--- src/rtl/ttt_pkg.sv ---
// Shared definitions for the tic-tac-toe board stage: cell/game encodings,
// the win-line table, the board FSM state type and a line-detect helper.
package ttt_pkg;

  localparam int unsigned CELL_W  = 2;
  localparam int unsigned LOC_W   = 4;
  localparam int unsigned N_CELLS = 9;
  localparam int unsigned N_LINES = 8;

  typedef logic [CELL_W-1:0] cell_t;
  typedef cell_t [N_CELLS-1:0] board_t;

  localparam cell_t CELL_EMPTY = 2'b00;
  localparam cell_t CELL_X     = 2'b10;
  localparam cell_t CELL_O     = 2'b01;

  localparam logic [1:0] GAME_RUN  = 2'b00;
  localparam logic [1:0] GAME_XWIN = 2'b10;
  localparam logic [1:0] GAME_OWIN = 2'b01;

  localparam logic [LOC_W-1:0] LOC_NONE = 4'hF;

  // Entry 0 is the last literal: rows, then columns, then the two diagonals.
  localparam logic [N_LINES-1:0][2:0][LOC_W-1:0] WIN_LINES = {
    12'h246, 12'h048,
    12'h258, 12'h147, 12'h036,
    12'h678, 12'h345, 12'h012
  };

  typedef enum logic [1:0] {
    ST_IDLE   = 2'd0,
    ST_COMMIT = 2'd1,
    ST_CHECK  = 2'd2,
    ST_OVER   = 2'd3
  } state_t;

  // True when player p owns all three cells of any win line.
  function automatic logic line_won(input board_t b, input cell_t p);
    logic won;
    won = 1'b0;
    for (int i = 0; i < int'(N_LINES); i++) begin
      if (b[WIN_LINES[i][0]] == p && b[WIN_LINES[i][1]] == p &&
          b[WIN_LINES[i][2]] == p) begin
        won = 1'b1;
      end
    end
    return won;
  endfunction

endpackage

--- src/rtl/board_keeper_mark_fifo.sv ---
// mark_fifo: per-player ring of board locations in placement order.
// Ports: clk, rst (async, active high), push/din append a location,
// pop drops the oldest, head = oldest location, full = holds MAX_MARKS,
// count = number of entries (0..MAX_MARKS). Push and pop may coincide.
module mark_fifo
  import ttt_pkg::*;
#(
  parameter int unsigned MAX_MARKS = 3
) (
  input  logic             clk,
  input  logic             rst,
  input  logic             push,
  input  logic             pop,
  input  logic [LOC_W-1:0] din,
  output logic [LOC_W-1:0] head,
  output logic             full,
  output logic [2:0]       count
);

  localparam int unsigned PTR_W = 2;
  localparam int unsigned CNT_W = 3;

  logic [LOC_W-1:0] mem_q [MAX_MARKS];
  logic [LOC_W-1:0] mem_d [MAX_MARKS];
  logic [PTR_W-1:0] rd_q, rd_d, wr_q, wr_d;
  logic [CNT_W-1:0] cnt_q, cnt_d;

  // Pointer increment with modulo-MAX_MARKS wrap.
  function automatic logic [PTR_W-1:0] ptr_next(input logic [PTR_W-1:0] p);
    return (p == PTR_W'(MAX_MARKS - 1)) ? '0 : p + PTR_W'(1);
  endfunction

  // Next-state for storage, pointers and occupancy.
  always_comb begin
    mem_d = mem_q;
    rd_d  = rd_q;
    wr_d  = wr_q;
    cnt_d = cnt_q;
    if (push) begin
      mem_d[wr_q] = din;
      wr_d        = ptr_next(wr_q);
    end
    if (pop) begin
      rd_d = ptr_next(rd_q);
    end
    if (push && !pop) begin
      cnt_d = cnt_q + CNT_W'(1);
    end else if (pop && !push) begin
      cnt_d = cnt_q - CNT_W'(1);
    end
  end

  always_ff @(posedge clk or posedge rst) begin
    if (rst) begin
      for (int i = 0; i < int'(MAX_MARKS); i++) mem_q[i] <= '0;
      rd_q  <= '0;
      wr_q  <= '0;
      cnt_q <= '0;
    end else begin
      mem_q <= mem_d;
      rd_q  <= rd_d;
      wr_q  <= wr_d;
      cnt_q <= cnt_d;
    end
  end

  assign head  = mem_q[rd_q];
  assign full  = (cnt_q == CNT_W'(MAX_MARKS));
  assign count = cnt_q;

endmodule

--- src/rtl/board_keeper.sv ---
// board_keeper: keeps the 3x3 board from committed moves, enforces the
// "at most MAX_MARKS marks per player, oldest vanishes" rule and flags wins.
// Ports: clk, rst (async, active high), location/mark = held move from the
// input stage; a0..a8 = cell contents (00 empty, 10 X, 01 O); gameend =
// 00 running / 10 X won / 01 O won.
// Optional GHOST_PREVIEW_EN adds next_vanish: the cell the next mover will
// lose on their next placement, or 4'hF when that player's ring is not full.
module board_keeper
  import ttt_pkg::*;
#(
  parameter int unsigned MAX_MARKS = 3
) (
  input  logic       clk,
  input  logic       rst,
  input  logic [3:0] location,
  input  logic [1:0] mark,
  output logic [1:0] a0,
  output logic [1:0] a1,
  output logic [1:0] a2,
  output logic [1:0] a3,
  output logic [1:0] a4,
  output logic [1:0] a5,
  output logic [1:0] a6,
  output logic [1:0] a7,
  output logic [1:0] a8,
  output logic [1:0] gameend
`ifdef GHOST_PREVIEW_EN
  ,
  output logic [3:0] next_vanish
`endif
);

  state_t           state_q, state_d;
  board_t           cells_q, cells_d;
  logic [LOC_W-1:0] loc_q, loc_d;
  cell_t            player_q, player_d;
  logic [1:0]       gameend_q, gameend_d;

  logic             push_x_c, pop_x_c, push_o_c, pop_o_c;
  logic [LOC_W-1:0] head_x, head_o;
  logic             full_x, full_o;
  logic [2:0]       count_x, count_o;
  logic [LOC_W-1:0] loc_idx_c;
  logic             accept_c;

`ifdef GHOST_PREVIEW_EN
  logic [LOC_W-1:0] next_vanish_q, next_vanish_d;
`endif

  mark_fifo #(.MAX_MARKS(MAX_MARKS)) u_fifo_x (
    .clk   (clk),
    .rst   (rst),
    .push  (push_x_c),
    .pop   (pop_x_c),
    .din   (loc_q),
    .head  (head_x),
    .full  (full_x),
    .count (count_x)
  );

  mark_fifo #(.MAX_MARKS(MAX_MARKS)) u_fifo_o (
    .clk   (clk),
    .rst   (rst),
    .push  (push_o_c),
    .pop   (pop_o_c),
    .din   (loc_q),
    .head  (head_o),
    .full  (full_o),
    .count (count_o)
  );

  // The held level never re-fires because the target cell is no longer empty.
  always_comb begin
    loc_idx_c = (location <= LOC_W'(N_CELLS - 1)) ? location : '0;
    accept_c  = (mark == CELL_X || mark == CELL_O) &&
                (location <= LOC_W'(N_CELLS - 1)) &&
                (cells_q[loc_idx_c] == CELL_EMPTY) &&
                (gameend_q == GAME_RUN);
  end

  // Board FSM: next state, board update and ring control.
  always_comb begin
    state_d   = state_q;
    cells_d   = cells_q;
    loc_d     = loc_q;
    player_d  = player_q;
    gameend_d = gameend_q;
    push_x_c  = 1'b0;
    pop_x_c   = 1'b0;
    push_o_c  = 1'b0;
    pop_o_c   = 1'b0;
`ifdef GHOST_PREVIEW_EN
    next_vanish_d = next_vanish_q;
`endif
    unique case (state_q)
      ST_IDLE: begin
        if (accept_c) begin
          loc_d    = location;
          player_d = mark;
          state_d  = ST_COMMIT;
        end
      end
      ST_COMMIT: begin
        // Eviction clears first; the new mark is written last so it always lands.
        if (player_q == CELL_X) begin
          push_x_c = 1'b1;
          if (full_x && count_x != '0) begin
            pop_x_c         = 1'b1;
            cells_d[head_x] = CELL_EMPTY;
          end
        end else begin
          push_o_c = 1'b1;
          if (full_o && count_o != '0) begin
            pop_o_c         = 1'b1;
            cells_d[head_o] = CELL_EMPTY;
          end
        end
        cells_d[loc_q] = player_q;
        state_d        = ST_CHECK;
      end
      ST_CHECK: begin
        // Board is already post-eviction here; only the mover can have won.
        if (line_won(cells_q, player_q)) begin
          gameend_d = player_q;
          state_d   = ST_OVER;
        end else begin
          state_d = ST_IDLE;
        end
`ifdef GHOST_PREVIEW_EN
        if (player_q == CELL_X) begin
          next_vanish_d = full_o ? head_o : LOC_NONE;
        end else begin
          next_vanish_d = full_x ? head_x : LOC_NONE;
        end
`endif
      end
      ST_OVER: begin
        state_d = ST_OVER;
      end
      default: begin
        state_d = ST_IDLE;
      end
    endcase
  end

  always_ff @(posedge clk or posedge rst) begin
    if (rst) begin
      state_q   <= ST_IDLE;
      cells_q   <= '0;
      loc_q     <= '0;
      player_q  <= CELL_EMPTY;
      gameend_q <= GAME_RUN;
`ifdef GHOST_PREVIEW_EN
      next_vanish_q <= LOC_NONE;
`endif
    end else begin
      state_q   <= state_d;
      cells_q   <= cells_d;
      loc_q     <= loc_d;
      player_q  <= player_d;
      gameend_q <= gameend_d;
`ifdef GHOST_PREVIEW_EN
      next_vanish_q <= next_vanish_d;
`endif
    end
  end

  assign a0      = cells_q[0];
  assign a1      = cells_q[1];
  assign a2      = cells_q[2];
  assign a3      = cells_q[3];
  assign a4      = cells_q[4];
  assign a5      = cells_q[5];
  assign a6      = cells_q[6];
  assign a7      = cells_q[7];
  assign a8      = cells_q[8];
  assign gameend = gameend_q;
`ifdef GHOST_PREVIEW_EN
  assign next_vanish = next_vanish_q;
`endif

endmodule
--- config.mk ---
export PLATFORM = sky130hd
export DESIGN_NAME = board_keeper
export DESIGN_NICKNAME = d
export VERILOG_FILES = /design/src/rtl/ttt_pkg.sv /design/src/rtl/board_keeper_mark_fifo.sv /design/src/rtl/board_keeper.sv
export SDC_FILE = /design/constraint.sdc
export NUM_CORES = 1
export LEC_CHECK = 0
export ABC_AREA = 1
export CORE_MARGIN = 2
export CORE_UTILIZATION = 43
export DETAILED_ROUTE_END_ITERATION = 10
export SKIP_CTS_REPAIR_TIMING = 1
export SYNTH_ARGS = -nofsm -noshare
export SYNTH_HDL_FRONTEND = slang
export SYNTH_SLANG_ARGS = --single-unit
--- constraint.sdc ---
create_clock -name clk -period 4.8 [get_ports clk]
set_input_delay 0.72 -clock clk [delete_from_list [all_inputs] [get_ports clk]]
set_output_delay 0.72 -clock clk [all_outputs]
set_load 0.1 [all_outputs]
# Yosys cells after proc, flatten, opt, wreduce, memory -nomap -nowiden
# Index checks and enable logic that the tools add are counted.
classes:
  n_addsub: 8
  mul: 0
  div_mod_pow: 0
  magnitude_cmp: 14
  n_eq_ne: 22
  n_shift: 0
  mux: 56
  bitwise: 8
  reduce_logical: 44
ops:
  columns: ["cell", "count"]
  rows:
  - ["18-bit 2-to-1 mux", 4]
  - ["18-bit AND", 2]
  - ["18-bit NOT", 2]
  - ["1-bit logical AND", 30]
  - ["4-bit 2-to-1 mux", 7]
  - ["12-bit bitwise mux", 2]
  - ["2-bit demux with 4-bit select", 3]
  - ["4-bit by 5-bit < comparator with 1-bit output (second input constant)", 4]
  - ["2-bit 2-to-1 mux", 10]
  - ["1-bit 2-to-1 mux", 19]
  - ["18-bit bitwise mux", 1]
  - ["2-bit equality test", 9]
  - ["4-bit binary-select mux with 2-bit select", 2]
  - ["4-bit demux with 2-bit select", 2]
  - ["2-bit equality test (second input constant)", 8]
  - ["3-bit greater-or-equal comparator (second input constant)", 4]
  - ["4-bit by 1-bit greater-or-equal comparator with 1-bit output (second input constant)", 3]
  - ["3-bit 2-to-1 mux", 4]
  - ["2-bit NOT with 3-bit output", 4]
  - ["2-bit by 1-bit adder with 2-bit output (second input constant)", 4]
  - ["2-bit binary-select mux with 4-bit select", 1]
  - ["2-bit one-hot mux with 4 select lines", 1]
  - ["3-bit by 1-bit adder with 3-bit output (second input constant)", 2]
  - ["3-bit by 2-bit equality test with 1-bit output (second input constant)", 2]
  - ["other kinds (11)", 22]
word_totals:
  reg_bits: 66
  latchBits: 0
  ramBits: 0
  rom_bits: 0
  mem_count: 0

# Depth between registers and ports, before layout
# Gate-level depths: netlist (run 1).
depth:
  depth_word: 14
  mapped_depth: 14
  mapped_depth_nobuf: 12

# By module
# A second synthesis (run 1) with hierarchy kept.
unflattened:
  hier_cells: 545
  hier_area_um2: 3839.9
by_module_without_submodules:
  columns: ["mod", "n_inst", "cells_per_inst", "area_each_um2", "seq_area_each_um2"]
  rows:
  - ["board_keeper", 1, 349, 2163.3, 700.7]
  - ["mark_fifo", 2, 98, 838.3, 475.5]

# Worst setup path before layout (run 1)
# Ideal clock, no wire load.
synth_path:
  path_type: "reg-to-reg"
  startpoint: "reg player_q[0]"
  endpoint: "reg u_fifo_x.cnt_q[1] (netlist: u_fifo_x.count[1])"
  setup_time_ns: 0.125
  arrival_time_ns: 1.957
  t_required_ns: 4.675
  slack_ns: 2.718
  stages_incl_launch_ff: 11
  period_less_slack_ns: 2.082
  cell_sequence: "dfrtp_1 > buf_4 > nor2_8 > inv_4 > nor2_8 > buf_6 > nand2_4 > ha_1 > inv_1 > fa_1 > mux2_2"
synth_via:
  elab_chain_cells: 6
synth_lines:
  columns: ["item", "line_no", "text"]
  rows:
  - ["start: declaration", "board_keeper.sv:36", "cell_t player_q, player_d;"]
  - ["start signal: assignment", "board_keeper.sv:160", "player_q <= player_d;"]
  - ["2-bit equality test (*)", "board_keeper.sv:105", "if (player_q == CELL_X) begin"]
  - ["1-bit 2-to-1 mux", "board_keeper.sv:105", null]
  - ["1-bit 2-to-1 mux", "board_keeper.sv:95", "unique case (state_q)"]
  - ["1-bit zero test", "board_keeper_mark_fifo.sv:46", "if (push && !pop) begin"]
  - ["1-bit logical AND (*)", "board_keeper_mark_fifo.sv:46", null]
  - ["3-bit 2-to-1 mux (*)", "board_keeper_mark_fifo.sv:46", null]
  - ["via u_fifo_x.cnt_d[1]", "board_keeper_mark_fifo.sv:26", "logic [CNT_W-1:0] cnt_q, cnt_d;"]
  - ["end signal: assignment", "board_keeper_mark_fifo.sv:63", "cnt_q <= cnt_d;"]
  - ["end: declaration", "board_keeper_mark_fifo.sv:26", null]
# The timed path passes the listed nets; every way through them passes the cells marked *.
# A chain may end at the register's enable or synchronous reset.

# Worst setup path in the final report (run 1)
layout_path:
  startpoint: "reg cells_q (netlist bit a4[0])"
  endpoint: "out a4[0]"
layout_lines:
  columns: ["item", "line_no", "text"]
  rows:
  - ["start: declaration", "board_keeper.sv:34", "board_t cells_q, cells_d;"]
  - ["start signal: assignment", "board_keeper.sv:158", "cells_q <= cells_d;"]
  - ["end: declaration", "board_keeper.sv:21", "output logic [1:0] a4,"]
# No word-level cell between the ends.

==> metrics.cfg, run 1 <==
[outcome]
status = complete, no violations

[grt]
met2_usage = 0.326
grt.total_usage = 0.215
grt_pass1_vias = 3363
antenna_found_initial = 0
grt_overflow_total = 0
grt_max_degree = 38
grt.met3_usage = 0.0316
grt_pass1_wl_microns = 16700
grt_use_met1 = 0.312
top_usage_layer = met2

[die]
fp.dieW_microns = 99.5
die_h_microns = 99.5
coreArea_sq_mm = 0.00876
die_area_sq_mm = 0.00990
ios = 28
start_util = 0.447
rows = 34

[min_path]
min_to = u_fifo_x.mem_q[1]
hold_path.class = flip-flop to flip-flop
holdPathStages = 2
worstHoldStart = u_fifo_x.mem_q[1]

[routing]
drt-pass1-iter-count = 4
drt_iter0_drc = 255
antenna_left = 0
wl_per_cell_microns = 14.0
vias = 3531
wl_microns = 9680
drc_errors = 0
avgViaCountPerCell = 5.10

[clock_tree]
cts_tree = built
clk-insertion-delay-late_ns = 0.35
clock-root-buffer = clkbuf_8
clk_path_buf_depth = 2
cts.htree.levels = 3
numCtsBuffers = 9
cts_sinks = 66
clk_pin_slew_ns = 0.07

[sta]
max_freq_mhz = 371
slew_viol_final = 0
finalClockSkew_ns = 0.0105
rsz0062_at_grt = no
fin_setup_tns_ns = 0
timing.final.ws_setup_ns = 2.10
hold_violations = 0
setup_viol = 0
slew_headroom = 0.349
finalCritPeriodShare = 0.562
worstMarginPinSlew_ns = 0.974
final.min_clock_period_ns = 2.70

[setup_path]
path_cells = clkdlybuf4s50_1
reg2reg_slack_ns = 2.12
endpoint_kind = primary output
required_ns = 4.08
cp_slowest_cell = clkdlybuf4s50_1
critical_path_peak_fanout = 5
cpLargestDelayFamily = buffers and inverters
worstReg2RegEnd = u_fifo_x.count[1]
start_kind = flip-flop
r2r_cells = 9
path_class = flip-flop to primary output
arrival_ns = 1.98
r2r-start = player_q[1]
crit_path_max_incr_delay_ns = 1.17
crit_buf_inv = 1

[yosys]
yosys.area.top_type = dfrtp_1
synth.most_common_cell = nand2_1
synth-xor-area-share = 0.0156
ys.flop_type = dfrtp_1
ys_ff_latch = 66
synth_area_leaders = dfrtp_1 (42%), nand2_1 (20%), nand3_1 (7.5%)
syn_nets = 562
yosysUniqueCellTypes = 32
syn_area_sq_mm = 0.00392
ys_warn_count = 0
synth-edff-count = 0
synth_common_cells = nand2_1 (214), dfrtp_1 (66), nand3_1 (59), inv_1 (49), o21ai_0 (38)
synthSimpleGateAreaFrac = 0.386
async_reset_ff_frac = 1.00
avgSynthCellArea_sq_um = 7.13
synth_compound_area_frac = 0.0769
netlist_instances = 550
synth_fa_ha_area_frac = 0.0166
synthMuxAreaShare = 0.00575
synth_top_family_by_area = simple AND/OR/NAND/NOR gates
seq_area_frac_synth = 0.421
yosysTopAreaCellShare = 0.421

[final_layout]
stdcell_count = 693
drive_gt1_frac = 0.101
diodes = 0
multi_input_area_sq_mm = 0.00196
register_area_sq_mm = 0.00165
fillCellCount = 841
fin_nets = 593
area_growth_pct = 13.4

[power]
power_w = 0.00104
power.density_mw_per_mm2 = 235
peakVddDrop_mv = 0.147
leakagePower_nw = 2.26

[placement]
gp_congestion = 0.930
portBuffers = 27
placed_cells = 678
pre_cts_ws_ns = 2.15
hpwlAfterDp_microns = 7200

[job]
maxCapViolCount = 0

-- tightest hold or removal path, stage by stage (launching register included) --
cell	delay [ns]
dfrtp_1	0.35
nand2_1	0.05
o21ai_0	0.06
-- metal layers --
layer	up-vias	routed length, microns
met5	-	0
li1	1790	-
met4	0	184
met3	13	428
met2	94	4230
met1	1634	4830
-- cell usage in the layout (no fill, tap or decap) --
cell,synthesis,routed
nor2_4,4,4
nor2_2,10,10
clkbuf_1,0,2
ha_1,2,2
clkinv_1,3,3
inv_2,7,8
nor3_1,1,1
buf_4,3,1
nor2_1,34,34
or2_2,2,2
inv_1,49,48
clkdlybuf4s50_1,0,27
nor2_8,2,2
a211oi_1,1,1
nand4_1,1,1
o21ai_2,1,1
nand3_2,2,2
dfrtp_1,66,66
xor2_1,5,5
clkinv_2,0,2
a21oi_1,12,12
o21ai_0,38,38
xnor2_1,2,2
nand2_4,1,1
nand3b_1,1,1
fa_1,2,2
mux2_2,2,2
nor4_1,1,1
bufinv_16,0,1
inv_4,2,2
nand3_1,59,59
o21ai_1,7,7
nand2_2,11,11
clkbuf_8,0,10
nand2_1,214,214
-- registers in the layout, summed over array words and instances (netlist names) --
register	count
loc_q	4
a3	2
a5	2
u_fifo_x.wr_q	2
u_fifo_o.rd_q	2
u_fifo_x.count	3
a8	2
player_q	2
u_fifo_x.mem_q	12
a4	2
state_q	2
a2	2
u_fifo_x.rd_q	2
u_fifo_o.count	3
u_fifo_o.wr_q	2
a7	2
a1	2
a0	2
gameend	2
u_fifo_o.mem_q	12
a6	2
-- kinds of logic (layout without fill, tap and decap cells) --
kind of cell / count (synthesis) / after routing
simple gates: 343 / 343
buf+inv: 69 / 104
flops: 66 / 66
compound gates: 59 / 59
xor+xnor: 7 / 7
fa+ha+maj: 4 / 4
mux: 2 / 2
-- power by group --
group	total [W]	switching, W	internal (W)
clock	0.000460	0.000210	0.000250
combinational	0.0000281	0.0000195	0.00000854
sequential	0.000556	0	0.000556
total	0.00104	0.000230	0.000814
-- stage by stage --
stage	util	hold slack, ns	cell area, sq um
after floorplan	-	0.453	3920
after global placement	0.486	0.471	4260
after detailed placement	0.486	0.476	4260
after CTS	0.507	0.492	4450
after global routing	0.507	0.525	4450
final	0.507	0.488	4450
-- layout make-up --
type                            count  area share
Timing Repair Buffer               28      0.0625
Clock buffer                       12      0.0326
Sequential cell                    66       0.372
Tap cell                          108      0.0304
Clock inverter                      3     0.00901
Multi-Input combinational cell    415       0.441
Inverter                           61      0.0526
-- worst max-delay path by stage --
| stage | from | end | slack [ns] | cells after the start |
|---|---|---|---|---|
| floorplan | rst | a0[0] | 2.43 | 1 |
| global placement | player_q[1] | u_fifo_x.count[1] | 2.23 | 9 |
| detailed placement | player_q[1] | u_fifo_x.count[1] | 2.15 | 9 |
| CTS | a2[0] | a2[0] | 2.09 | 1 |
| global route | player_q[1] | u_fifo_x.count[1] | 1.96 | 9 |
| finish | a4[0] | a4[0] | 2.10 | 1 |
(Power assumes the default switching activity.)
==> run 2: changes to the inputs <==
==> constraint.sdc (replaced) <==
create_clock -name clk -period 2.72 [get_ports clk]
set_input_delay 0.408 -clock clk [delete_from_list [all_inputs] [get_ports clk]]
set_output_delay 0.408 -clock clk [all_outputs]
set_load 0.1 [all_outputs]
==> run 2 against run 1 <==
Against the previous run:
- sequential share of layout area up 0.17 points
- global-route usage down 0.45 points
- non-clock buffer count up 4
- combinational power up 77%
- sequential cell count unchanged
- count of clock-buffer cells in the layout unchanged
- critical path type is now flip-flop to flip-flop
- critical endpoint is now u_fifo_o.count[2]
==> metrics.cfg, run 2 (synthesis gave the netlist of run 1 again) <==
[setup_path]
cpLargestDelayFamily = adder cells  ; was buffers and inverters
critical_path_peak_fanout = 9  ; was 5
reg2reg_slack_ns = 0.52  ; was 2.12 ns
crit_buf_inv = 2  ; was 1
path_class = flip-flop to flip-flop  ; was flip-flop to primary output
path_cells = nand2_1 > inv_2 > nand2_2 > ha_1 > inv_1 > fa_1 > a21oi_1 > o21ai_0 > xor2_1  ; was clkdlybuf4s50_1
start_kind = flip-flop  ; unchanged
arrival_ns = 2.42  ; was 1.98 ns
required_ns = 2.94  ; was 4.08 ns
endpoint_kind = flip-flop  ; was primary output
crit_path_max_incr_delay_ns = 0.41  ; was 1.17 ns
cp_slowest_cell = dfrtp_1  ; was clkdlybuf4s50_1

[clock_tree]
clk_path_buf_depth = 2  ; unchanged
clock-root-buffer = clkbuf_8  ; unchanged
clk_pin_slew_ns = 0.07  ; about the same
cts_sinks = 66  ; unchanged
numCtsBuffers = 9  ; unchanged
cts.htree.levels = 3  ; unchanged
cts_tree = built  ; unchanged
clk-insertion-delay-late_ns = 0.34  ; was 0.35 ns

[job]
maxCapViolCount = 0  ; unchanged

[sta]
final.min_clock_period_ns = 2.20
finalCritPeriodShare = 0.810
slew_headroom = 0.644  ; was 0.349
max_freq_mhz = 454
hold_ws_ns = 0.429  ; was 0.488 ns
hold_violations = 0  ; unchanged
finalClockSkew_ns = 0.00799  ; was 0.0105 ns
fin_setup_tns_ns = 0  ; unchanged
rsz0062_at_grt = no  ; unchanged
slew_viol_final = 0  ; unchanged
setup_viol = 0  ; unchanged
worstMarginPinSlew_ns = 0.533  ; was 0.974 ns

[routing]
wl_per_cell_microns = 13.6  ; was 14.0 microns
drt-pass1-iter-count = 4  ; unchanged
drc_errors = 0  ; unchanged
avgViaCountPerCell = 4.99  ; was 5.10
drt_iter0_drc = 154  ; was 255
antenna_left = 0  ; unchanged
wl_microns = 9470  ; was 9680 microns
vias = 3480  ; was 3531

[die]
die_h_microns = 99.5  ; unchanged
fp.dieW_microns = 99.5  ; unchanged
ios = 28  ; unchanged
rows = 34  ; unchanged
die_area_sq_mm = 0.00990  ; unchanged
start_util = 0.447  ; unchanged
coreArea_sq_mm = 0.00876  ; unchanged

[final_layout]
layout_common_cells = nand2_1 (214), dfrtp_1 (66), nand3_1 (59), inv_1 (48), o21ai_0 (38)  ; unchanged
diodes = 0  ; unchanged
drive_gt1_frac = 0.141  ; was 0.101
finish.utilization = 0.505  ; was 0.507
fin_nets = 597  ; was 593
fillCellCount = 852  ; was 841
area_growth_pct = 12.9  ; was 13.4%
layout_commonest_cell = nand2_1  ; unchanged
reg.largest.list = u_fifo_o.mem_q x12, u_fifo_x.mem_q x12, loc_q x4  ; unchanged

[grt]
antenna_found_initial = 0  ; unchanged
grt.total_usage = 0.210  ; was 0.215
grt_pass1_wl_microns = 16300  ; was 16700 microns
grt_max_degree = 28  ; was 38
grt_overflow_total = 0  ; unchanged
grt_pass1_vias = 3387  ; was 3363

[placement]
portBuffers = 27  ; unchanged
hpwlAfterDp_microns = 7190  ; was 7200 microns
gp_congestion = 0.898  ; was 0.930

[min_path]
hold_path.class = input pin to async pin  ; was flip-flop to flip-flop

[power]
peakVddDrop_mv = 0.262  ; was 0.147 mV
power.density_mw_per_mm2 = 414  ; was 235 mW/mm^2
leakagePower_nw = 2.32  ; was 2.26 nW

[outcome]
status = complete, no violations  ; unchanged

run 2: cell count changes in the layout (fill, tap and decap cells not counted):
cell,delta
clkdlybuf4s50_1,-20
buf_4,+24
run 2: where the power goes:
| part | total [W] | leakage [nW] | internal (W) | switching [W] |
|---|---|---|---|---|
| clock | 0.000802 | 0.0962 | 0.000441 | 0.000361 |
| combinational | 0.0000497 | 1.32 | 0.0000160 | 0.0000337 |
| sequential | 0.000981 | 0.902 | 0.000981 | 0 |
run 2: path summary, 6_finish.rpt:
kind,from,to,depth (start not counted)
hold reg to reg,u_fifo_x.mem_q[4],u_fifo_x.mem_q[4],2
setup reg to reg,state_q[0],u_fifo_o.count[2],9
max in group asynchronous,rst,u_fifo_x.mem_q[10],3
min in group clk,u_fifo_x.mem_q[4],u_fifo_x.mem_q[4],2
hold / removal,rst,gameend[1],2
setup / recovery,state_q[0],u_fifo_o.count[2],9
run 2: layout make-up:
cell class / instances / area [sq um] / share of cell area
clock buffer: 12 / 145 / 0.0328
clock inverter: 3 / 40.0 / 0.00905
inverter: 61 / 234 / 0.0529
multi-input combinational: 415 / 1960 / 0.443
sequential: 66 / 1650 / 0.373
tap: 108 / 135 / 0.0305
timing repair buffer: 32 / 258 / 0.0582
run 2: metal layers:
layer	up-vias	track usage	part of all wire
met2	71	0.325	0.44
met1	1596	0.304	0.50
met5	-	0	0
li1	1806	-	-
met4	0	0.0537	0.0089
met3	7	0.0436	0.051
run 2: metrics by stage:
step	std cells	total power [W]	setup slack [ns]	area (sq um)
after floorplan	550	0.00103	0.638	3920
after global placement	682	0.00105	0.538	4240
after detailed placement	682	0.00105	0.518	4240
after CTS	697	0.00185	0.503	4430
after global routing	697	0.00190	0.309	4430
final	697	0.00183	0.517	4430
==> variant: new RTL, settings of run 2 <==
Put a register stage on the output `a3`, with the module's reset. The value now appears one clock later. The other outputs are not delayed to match.
--- a/src/rtl/board_keeper.sv
+++ b/src/rtl/board_keeper.sv
@@ -170,3 +170,9 @@
   assign a2      = cells_q[2];
-  assign a3      = cells_q[3];
+  always_ff @(posedge clk or posedge rst) begin
+    if (rst) begin
+      a3 <= '0;
+    end else begin
+      a3 <= cells_q[3];
+    end
+  end
   assign a4      = cells_q[4];
Behaviour: not the same (Yosys sat finds a counterexample within 4 cycles, from zero or initial values and one cycle with rst high).
==> variant against run 2 <==
  * Routed wire length grew 2.0%
  * Sequential cell count grew 2
  * Design area grew 2.3%
  * Clock skew grew 0.0042 ns
  * Area after synthesis grew 3.2%
  * Setup slack lost 0.026 ns
  * Sequential share of layout area grew 0.26 points
Power is left out: it rests on default switching activity, and per cell area and clock period it moved more than threefold.
==> variant: results (changes against run 2) <==
met1 Resource Use GR 0.299 (was 0.304); vias in the first global route 3308 (was 3387); WL per Instance 13.7 um (was 13.6 um); Initial DRC Count 279 (was 154); ranking of synthesized cells by area dfrtp_1 (42%), nand2_1 (21%), nand3_1 (7.1%) (was dfrtp_1 (42%), nand2_1 (20%), nand3_1 (7.5%)); relative slew slack 0.761 (was 0.644); 1st-pass router iterations 6 (was 4); XOR/XNOR Fraction of Synth Area 0.0152 (was 0.0156); Worst-path clk slew approximately 0.080 ns; post-synthesis compound-gate area fraction 0.0671 (was 0.0769); HPWL after detailed placement 7260 um (was 7190 um); Clock Latency Late Sink approximately 0.35 ns; DP Area 4280 um^2 (was 4240 um^2); GRT Resource Usage Total 0.205 (was 0.210); Layout fillers 900 (was 852); gpl congestion 0.904 (was 0.898); met3 GRT Util 0.0340 (was 0.0436); Crit path max-delay family adder cells (unchanged); CP arrival 2.46 ns (was 2.42 ns); Worst Clk Skew 0.0122 ns (was 0.00799 ns); status finished clean (unchanged); top fanout value on the critical path 13 (was 9); first-pass GRT wire length 16200 um (was 16300 um); GRT met2 Usage 0.312 (was 0.325); Seq/Total Area, Yosys 0.421 (about the same); Yosys Warn Count 0 (unchanged); Syn Nets 584 (was 562); layout cells sized above 1 0.134 (was 0.141); Post-Synth Adder-Cell Area 0.0161 (was 0.0166); multiplexer share of the synthesized area 0.00557 (was 0.00575); synth unique cells 31 (was 32); ys flop type dfrtp_1 (unchanged); detailed-route via count 3541 (was 3480); max incr delay on CP approximately 0.42 ns; Post-synth top cells nand2_1 (226), dfrtp_1 (68), nand3_1 (57), inv_1 (52), nor2_1 (37) (was nand2_1 (214), dfrtp_1 (66), nand3_1 (59), inv_1 (49), o21ai_0 (38)); Final #Nets 603 (was 597); largest net degree at the start of global routing 41 (was 28)
[variant: metrics by stage]
| step | instances | util | setup WS (ns) | hold slack [ns] |
|---|---|---|---|---|
| floorplan | 572 | - | 0.600 | 0.407 |
| finish | 707 | 0.492 | 0.491 | 0.271 |
| global placement | 691 | 0.465 | 0.539 | 0.441 |
| detailed placement | 691 | 0.465 | 0.498 | 0.448 |
| global route | 707 | 0.492 | 0.345 | 0.270 |
| CTS | 707 | 0.492 | 0.483 | 0.270 |
[variant: cell families (layout without fill, tap and decap cells)]
family                     after synthesis  in the layout
and+or+nand+nor                        350            350
xor gates and xnor gates                 7              7
AOI/OAI and AO/OA                       53             53
muxes                                    2              2
DFF                                     68             68
adders and majority gates                4              4
buffers and inverters                   88            112
[variant: worst paths after layout]
| path | start | end | slack (ns) | depth (start not counted) |
|---|---|---|---|---|
| max in group asynchronous | rst | u_fifo_x.wr_q[0] | 1.91 | 3 |
| worst max register to register | state_q[1] | u_fifo_o.count[2] | 0.49 | 9 |
| worst min register to register | cells_q[7] | a3[1] | 0.45 | 0 |
| worst max-delay path | state_q[1] | u_fifo_o.count[2] | 0.49 | 9 |
| worst min-delay path | rst | a8[0] | 0.27 | 2 |
| min in group clk | cells_q[7] | a3[1] | 0.45 | 0 |
[variant: cell type report]
cell class	count	area [um^2]	area share
multi-input cells	416	1930	0.426
inverters	64	240	0.0531
clock buffers	9	124	0.0274
clock inverters	7	124	0.0274
flip-flops and latches	68	1700	0.376
repair buffers	32	270	0.0597
well taps	111	139	0.0307
[variant: metal layers]
layer,share of wire,up-vias
met5,0,-
met4,0.012,0
met3,0.038,9
met2,0.44,66
met1,0.51,1648
li1,-,1818
